==> src/rtl/frame_tx_pkg.sv <==
// Shared constants and types for the measurement frame transmitter.
// Optional checksum byte is selected with the FRAME_TX_CHECKSUM_EN macro.
package frame_tx_pkg;
   localparam logic [7:0] HDR0 = 8'hAA;
   localparam logic [7:0] HDR1 = 8'h55;
`ifdef FRAME_TX_CHECKSUM_EN
   localparam int FRAME_LEN = 11;
`else
   localparam int FRAME_LEN = 10;
`endif
   localparam logic [3:0] LAST_IDX = 4'(FRAME_LEN - 1);

   typedef enum logic [1:0] {IDLE, LOAD, SEND, DONE} state_t;
endpackage

==> src/rtl/frame_tx_period_tick.sv <==
// Free-running frame period counter; tick is high for the last count of each period.
module period_tick #(
   parameter int unsigned FRAME_PERIOD = 50_000_000
) (
   input  logic sys_clk,
   input  logic rst,
   output logic tick
);
   localparam logic [31:0] LAST = 32'(FRAME_PERIOD - 1);

   logic [31:0] cnt;

   always_ff @(posedge sys_clk) begin
      if (rst)
         cnt <= '0;
      else if (cnt == LAST)
         cnt <= '0;
      else
         cnt <= cnt + 32'd1;
   end

   assign tick = (cnt == LAST);
endmodule

==> src/rtl/frame_tx.sv <==
// Snapshots the packed measurement word once per period and streams it as a byte frame.
// Define FRAME_TX_CHECKSUM_EN to append an XOR checksum of the eight data bytes.
module frame_tx
   import frame_tx_pkg::*;
#(
   parameter int unsigned FRAME_PERIOD = 50_000_000
) (
   input  logic        sys_clk,
   input  logic        rst,
   input  logic [63:0] data64,
   output logic [7:0]  tx_data,
   output logic        tx_valid,
   input  logic        tx_ready,
   output logic        busy,
   output logic        frame_done,
   output logic [7:0]  overrun_cnt
);
   function automatic logic [7:0] frame_byte(input logic [3:0] i, input logic [63:0] w,
                                             input logic [7:0] sum);
      case (i)
         4'd0:    frame_byte = HDR0;
         4'd1:    frame_byte = HDR1;
         4'd2:    frame_byte = w[63:56];
         4'd3:    frame_byte = w[55:48];
         4'd4:    frame_byte = w[47:40];
         4'd5:    frame_byte = w[39:32];
         4'd6:    frame_byte = w[31:24];
         4'd7:    frame_byte = w[23:16];
         4'd8:    frame_byte = w[15:8];
         4'd9:    frame_byte = w[7:0];
         default: frame_byte = sum;
      endcase
   endfunction

   function automatic logic [7:0] sat_inc(input logic [7:0] v);
      sat_inc = (v == 8'hFF) ? v : v + 8'd1;
   endfunction

   logic        tick;
   state_t      state;
   logic [63:0] shadow;
   logic [3:0]  idx;
   logic        accept;
   logic [7:0]  csum_nxt;

   period_tick #(.FRAME_PERIOD(FRAME_PERIOD)) u_period_tick (
      .sys_clk (sys_clk),
      .rst     (rst),
      .tick    (tick)
   );

   assign accept = (state == SEND) && tx_valid && tx_ready;

`ifdef FRAME_TX_CHECKSUM_EN
   logic [7:0] csum;

   // tx_data is the byte being accepted, so fold it in before choosing the next byte
   always_comb begin
      csum_nxt = csum;
      if (accept && (idx >= 4'd2) && (idx <= 4'd9))
         csum_nxt = csum ^ tx_data;
   end

   always_ff @(posedge sys_clk) begin
      if (state == LOAD)
         csum <= '0;
      else
         csum <= csum_nxt;
   end
`else
   assign csum_nxt = 8'h00;
`endif

   always_ff @(posedge sys_clk) begin
      if (state == LOAD)
         shadow <= data64;
   end

   always_ff @(posedge sys_clk) begin
      if (rst) begin
         state       <= IDLE;
         idx         <= '0;
         tx_data     <= '0;
         tx_valid    <= 1'b0;
         busy        <= 1'b0;
         frame_done  <= 1'b0;
         overrun_cnt <= '0;
      end else begin
         frame_done <= 1'b0;
         // Any tick outside IDLE is dropped, including one landing in DONE
         if (tick && (state != IDLE))
            overrun_cnt <= sat_inc(overrun_cnt);
         case (state)
            IDLE: begin
               if (tick) begin
                  state <= LOAD;
                  busy  <= 1'b1;
               end
            end
            LOAD: begin
               idx      <= '0;
               tx_data  <= HDR0;
               tx_valid <= 1'b1;
               state    <= SEND;
            end
            SEND: begin
               if (accept) begin
                  if (idx == LAST_IDX) begin
                     tx_valid   <= 1'b0;
                     tx_data    <= '0;
                     frame_done <= 1'b1;
                     state      <= DONE;
                  end else begin
                     idx     <= idx + 4'd1;
                     tx_data <= frame_byte(idx + 4'd1, shadow, csum_nxt);
                  end
               end
            end
            DONE: begin
               busy  <= 1'b0;
               state <= IDLE;
            end
            default: state <= IDLE;
         endcase
      end
   end
endmodule

==> config.mk <==
export PLATFORM = sky130hd
export DESIGN_NAME = frame_tx
export DESIGN_NICKNAME = d
export VERILOG_FILES = /design/src/rtl/frame_tx_pkg.sv /design/src/rtl/frame_tx_period_tick.sv /design/src/rtl/frame_tx.sv
export SDC_FILE = /design/constraint.sdc
export NUM_CORES = 1
export LEC_CHECK = 0
export CORE_MARGIN = 5
export CORE_UTILIZATION = 54
export DETAILED_ROUTE_END_ITERATION = 6
export GPL_ROUTABILITY_DRIVEN = 0
export PLACE_DENSITY = 0.89
export SLEW_MARGIN = 10
export SYNTH_ARGS = -nofsm -noshare
export SYNTH_HDL_FRONTEND = slang
export SYNTH_HIERARCHICAL = 1
export SYNTH_SLANG_ARGS = --single-unit
==> constraint.sdc <==
create_clock -name sys_clk -period 3.65 [get_ports sys_clk]
set_clock_uncertainty 0.15 [all_clocks]
set_input_delay 0.365 -clock sys_clk [delete_from_list [all_inputs] [get_ports sys_clk]]
set_output_delay 0.365 -clock sys_clk [all_outputs]
set_load 0.02 [all_outputs]
# Yosys cells after proc, flatten, opt, wreduce, memory -nomap -nowiden
# Index checks and enable logic that the tools add are counted.
dict set report word_totals {
  register_bits 121
  output_inout_bits 19
}
dict set report op_classes {
  n_addsub 3
  n_eq_ne 19
  mux 17
  bitwise 3
  reduce_logical 16
}
# cell count
set op_table {}
lappend op_table {{$pmux 8 s10} 1}
lappend op_table {{$add 32x1->32 const B} 1}
lappend op_table {{$eq 32x26->1 const B} 1}
lappend op_table {{$eq 4x3->1 const B} 4}
lappend op_table {{$mux 8} 2}
lappend op_table {{$pmux 8 s2} 1}
lappend op_table {{$eq 4x4->1 const B} 3}
lappend op_table {{$reduce_and 3->1} 3}
lappend op_table {{$add 8x1->8 const B} 1}
lappend op_table {{$eq 4x2->1 const B} 2}
lappend op_table {{$eq 8x8->1 const B} 1}
lappend op_table {{$mux 4} 2}
lappend op_table {{$pmux 2 s4} 1}
lappend op_table {{$pmux 4 s2} 1}
lappend op_table {{$mux 2} 3}
lappend op_table {{$ne 2x2->1 const B} 3}
lappend op_table {{$reduce_and 2->1} 3}
lappend op_table {{$reduce_bool 2->1} 3}
lappend op_table {{$add 4x1->4 const B} 1}
lappend op_table {{$eq 2x2->1 const B} 2}
lappend op_table {{$eq 4x1->1 const B} 1}
lappend op_table {{$logic_not 4->1} 1}
lappend op_table {{$mux 1} 4}
lappend op_table {{$pmux 1 s2} 2}
lappend op_table {{7 further kinds} 11}

# Depth between registers and ports, before layout
dict set report logic_depth {
  ltp_word 6
  mapped_depth 10
  depth_no_buf 9
}

# Cells and area by module
# The synthesis kept the hierarchy.
# module instances cells_each area_each_um2 seq_area_each_um2
set by_module_without_submodules {}
lappend by_module_without_submodules {frame_tx 1 338 4016.4 2422.3}
lappend by_module_without_submodules {period_tick 1 185 1601.5 640.6}

# Least setup slack after synthesis
# No wires, ideal clock.
dict set report synth_timing {
  kind {register to register}
  start {register state[1]}
  end {register idx[3]}
  t_arrival_ps 2487
  required_time_ps 3366
  slack_ps 879
  stages_incl_launch_ff 6
  n_path_buf 0
  path_cell_list {dfxtp_1 -> inv_1 -> ha_1 -> o21ai_0 -> a21oi_1 -> a211oi_1}
}
dict set report synth_via {
  elab_chain_len 5
}
# item line
set synth_lines {}
lappend synth_lines {{from (decl)} frame_tx.sv:40} ;# state_t state;
lappend synth_lines {{from (signal assigned)} frame_tx.sv:81} ;# state <= IDLE;
lappend synth_lines {{from (signal assigned)} frame_tx.sv:96} ;# state <= LOAD;
lappend synth_lines {{from (signal assigned)} frame_tx.sv:104} ;# state <= SEND;
lappend synth_lines {{$eq 2x2->1} {frame_tx.sv:52, frame_tx.sv:93}}
lappend synth_lines {{$logic_and 1x1->1 (2 in a row)} frame_tx.sv:52} ;# assign accept = (state == SEND) && tx_valid && tx_ready;
lappend synth_lines {{$ne 2x2->1 (no source line)} n/a}
lappend synth_lines {{$reduce_and 3->1 (no source line)} n/a}
lappend synth_lines {{to (signal assigned)} frame_tx.sv:114} ;# idx <= idx + 4'd1;
lappend synth_lines {{to (decl)} frame_tx.sv:42} ;# logic [3:0] idx;
# Parallel ways exist; a longest one is shown, timed or not.
# A chain may end at the register's enable or synchronous reset.

# Worst setup path after layout
dict set report layout_timing {
  start {register idx[1]}
  end {register tx_data[6]}
}
dict set report layout_via {
  elab_chain_len 6
}
# item line
set layout_lines {}
lappend layout_lines {{$add 4x1->4} frame_tx.sv:115} ;# tx_data <= frame_byte(idx + 4'd1, shadow, csum_nxt);
lappend layout_lines {{$eq 4x4->1 (tied with other cells)} frame_tx.sv:20} ;# case (i)
lappend layout_lines {{$pmux 8 s10} frame_tx.sv:20}
lappend layout_lines {{$mux 8 *} frame_tx.sv:108} ;# if (idx == LAST_IDX) begin
lappend layout_lines {{$mux 8 *} frame_tx.sv:107} ;# if (accept) begin
lappend layout_lines {{$pmux 8 s2 *} frame_tx.sv:93} ;# case (state)
lappend layout_lines {{to (signal assigned)} frame_tx.sv:115}
lappend layout_lines {{to (decl)} frame_tx.sv:11} ;# output logic [7:0] tx_data,
# Mark *: on every way between the ends. The rest lies on a longest branch, timed or not. The select of a mux whose other input is x is not followed.

==> metrics.md <==
| Metric | Value |
|---|---|
| Initial antenna violation count | `0` |
| Syn Area/Cell | `10.7 sq um` |
| I/O pins | `86` |
| 1st-iter DRT viols | `570` |
| Pin count of the biggest net entering global routing | `28` |
| Setup TNS | `0 ns` |
| CP Max Fanout | `21` |
| First-pass DRT Iterations | `7` |
| Buffers on Ports | `85` |
| CP Data Arrival Time | `3.06 ns` |
| Tmin final | `2.77 ns` |
| WP data required | `3.93 ns` |
| Final setup vio count | `0` |
| Setup repair after global routing missed its margin | `false` |
| Ant. Diodes | `0` |
| Ys async rst share | `0%` |
| Net count, final | `683` |
| Die width | `112 um` |
| Worst hold-check path type | `in2reg` |
| Post-synth EDFFs | `64` |
| Share of cells above drive strength 1 | `8.43%` |
| Post-synth top flop | `edfxtp_1` |
| Sequential fraction of the synthesis area | `54.5%` |
| ANT nets after route | `0` |
| Routed WL | `14,700 um` |
| CTS buffer count | `17` |
| Clk sinks | `121` |
| Post-synth top area cell | `edfxtp_1` |
| Vias in the first global route | `4,786` |
| Clk_lat worst skew | `0.54 ns` |
| Max VDD drop | `0.000649 V` |
| Final Hold Fails | `0` |
| Crit-path cells | `ha_1 -> o21ai_0 -> mux2_4 -> a211oi_4 -> a21oi_1 -> a311oi_1` |
| Top cells by area, synth | `edfxtp_1, dfxtp_1, a21oi_1, nand2_1, ha_1` |
| Buffer depth of the longest clock path | `2` |
| Non-filler cells, final | `753` |
| Post-Place Cells | `721` |
| PwrDens | `530 mW/mm^2` |
| Leakage | `2.34 nW` |
| Most frequent cells after synthesis | `edfxtp_1, dfxtp_1, nand2_1, a21oi_1, nor2_1` |
| Gr usage total | `23.2%` |
| Most frequent cell after synthesis | `edfxtp_1` |
| Crit Path Class | `reg2reg` |
| CTS tree | `yes` |
| Starting density of the core | `54.9%` |
| FMAX | `360 MHz` |
| GR Overflow Total | `0` |
| CP Capture Type | `flip-flop` |
| Routed via count | `4,800` |
| Final worst-path cycle share | `76.0%` |
| Final total power | `0.00377 W` |
| Die area | `0.0125 sq mm` |
| Wirelength per Cell | `19.5 um` |
| Status | `finished clean` |
| Ys Warns | `6` |
| Synthesized area | `0.00562 sq mm` |
| Worst-margin pin slew | `0.851 ns` |
| Detailed-route DRC error count | `0` |
| Worst-path clk slew | `0.06 ns` |
| Area delta synth->final | `26.7%` |
| First-pass GRT wire length | `23,100 um` |
| Postcts setup bufs | `0` |
| Max stage delay on crit path | `0.76 ns` |
| Syn nets | `602` |
| Core area | `0.0102 sq mm` |
| Max-slew violations | `0` |
| Critical Path Source Type | `flip-flop` |
| Synth Register Bits | `121` |
| Synthesized instance count | `523` |
| H-tree lvl count | `4` |
| Yosys top cell area share | `34.2%` |
| Root Buffer | `clkbuf_8` |
| Unique masters post-synth | `65` |
| Routed vias/inst | `6.37` |
| Num rows | `37` |
| PostCTS Resize Cnt | `0` |
| # hold bufs at CTS | `0` |
| Die Y | `112 um` |
| CP max stage cell | `ha_1` |
| Final HPWL DP | `9790 um` |
| Slew margin rel. | `43.1%` |
| Max Cap Viol | `0` |
==> power by group <==
part | internal, W | switching [W]
Combinational | 0.000150 | 0.000205
Clock | 0.00105 | 0.000665
Sequential | 0.00163 | 0.0000708
Total | 0.00283 | 0.000941
==> final timing paths <==
check	slack [ns]	startpoint	to	cells after the start
worst min register to register	0.31	u_period_tick/cnt[0]$_SDFF_PP0_	u_period_tick/cnt[0]$_SDFF_PP0_	1
worst max register to register	0.88	idx[1]$_SDFFE_PP0P_	tx_data[6]$_SDFFE_PP0P_	6
worst min-delay path	0.23	data64[49]	shadow[49]$_DFFE_PN_	1
worst max-delay path	0.88	idx[1]$_SDFFE_PP0P_	tx_data[6]$_SDFFE_PP0P_	6
==> state kept, by name (all words and copies together) (netlist names) <==
register           cells
shadow                64
u_period_tick/cnt     32
overrun_cnt            8
tx_data                8
idx                    4
state                  2
busy                   1
frame_done             1
tx_valid               1
==> layout by cell type (no fill, tap or decap), drive strengths merged, types with 3 or more instances in the layout <==
cell type and instances:
inv 22, nor2 34, clkinvlp 4, clkbuf 17
o21bai 3, and2 5, xnor2 11, a22oi 10
ha 12, nor3b 3, o21ai 22, and4 7
and3 9, a21oi 35, nand3 24, o31ai 15
edfxtp 64, a222oi 5, bufinv 3, a22o 4
buf 5, o21a 4, clkdlybuf4s50 85, nor2b 3
nor3 5, a32oi 3, or4 11, nand2b 5
a211oi 14, dfxtp 57, o22ai 3, nand4 16
xor2 9, or3 8, nand3b 3, nand2 45
nor4 6
==> layout make-up <==
| cell class | count | area, sq um |
|---|---|---|
| clock buffer | 17 | 414 |
| clock inverter | 15 | 189 |
| fill | 687 | 3110 |
| inverter | 16 | 60.1 |
| multi-input combinational | 358 | 2330 |
| sequential | 121 | 3060 |
| tap | 136 | 170 |
| timing repair buffer | 90 | 888 |
==> per-stage QoR <==
| stage | hold slack (ns) | setup slack, ns | utilization, % | cell area, sq um |
|---|---|---|---|---|
| 2_1_floorplan | 0.276 | 0.879 | - | 5620 |
| 3_3_place_gp | 0.287 | 1.15 | 63.7 | 6520 |
| 3_5_place_dp | 0.300 | 0.967 | 63.7 | 6520 |
| 4_1_cts | 0.208 | 0.938 | 69.6 | 7120 |
| 5_1_grt | 0.215 | 0.715 | 69.6 | 7120 |
| 6_report | 0.229 | 0.875 | 69.6 | 7120 |
==> routing by layer <==
metal | up-vias | wire, um | GRT usage (%)
met5 | - | 0 | 0
met4 | 0 | 479 | 12.0
met3 | 54 | 1360 | 6.74
met2 | 307 | 7300 | 39.2
met1 | 2269 | 5510 | 26.7
li1 | 2170 | - | -
==> worst max-delay path: cells and delay by family (launching register included) <==
kind                       cells  cell delay [ns]
DFF                            1             0.58
muxes                          1             0.33
adders and majority gates      1             0.76
AOI/OAI and AO/OA              4             0.85
==> logic make-up after synthesis <==
logic type | after synthesis | synth area share [%]
AO/OA/AOI/OAI | 138 | 17.4
XOR/XNOR | 20 | 3.12
adder cells (fa/ha/maj) | 12 | 2.67
buffers and inverters | 44 | 3.96
flip-flops | 121 | 54.5
multiplexers | 1 | 0.267
AND/OR/NAND/NOR | 187 | 18.0
Note: power is estimated with default switching activity, not from simulation.
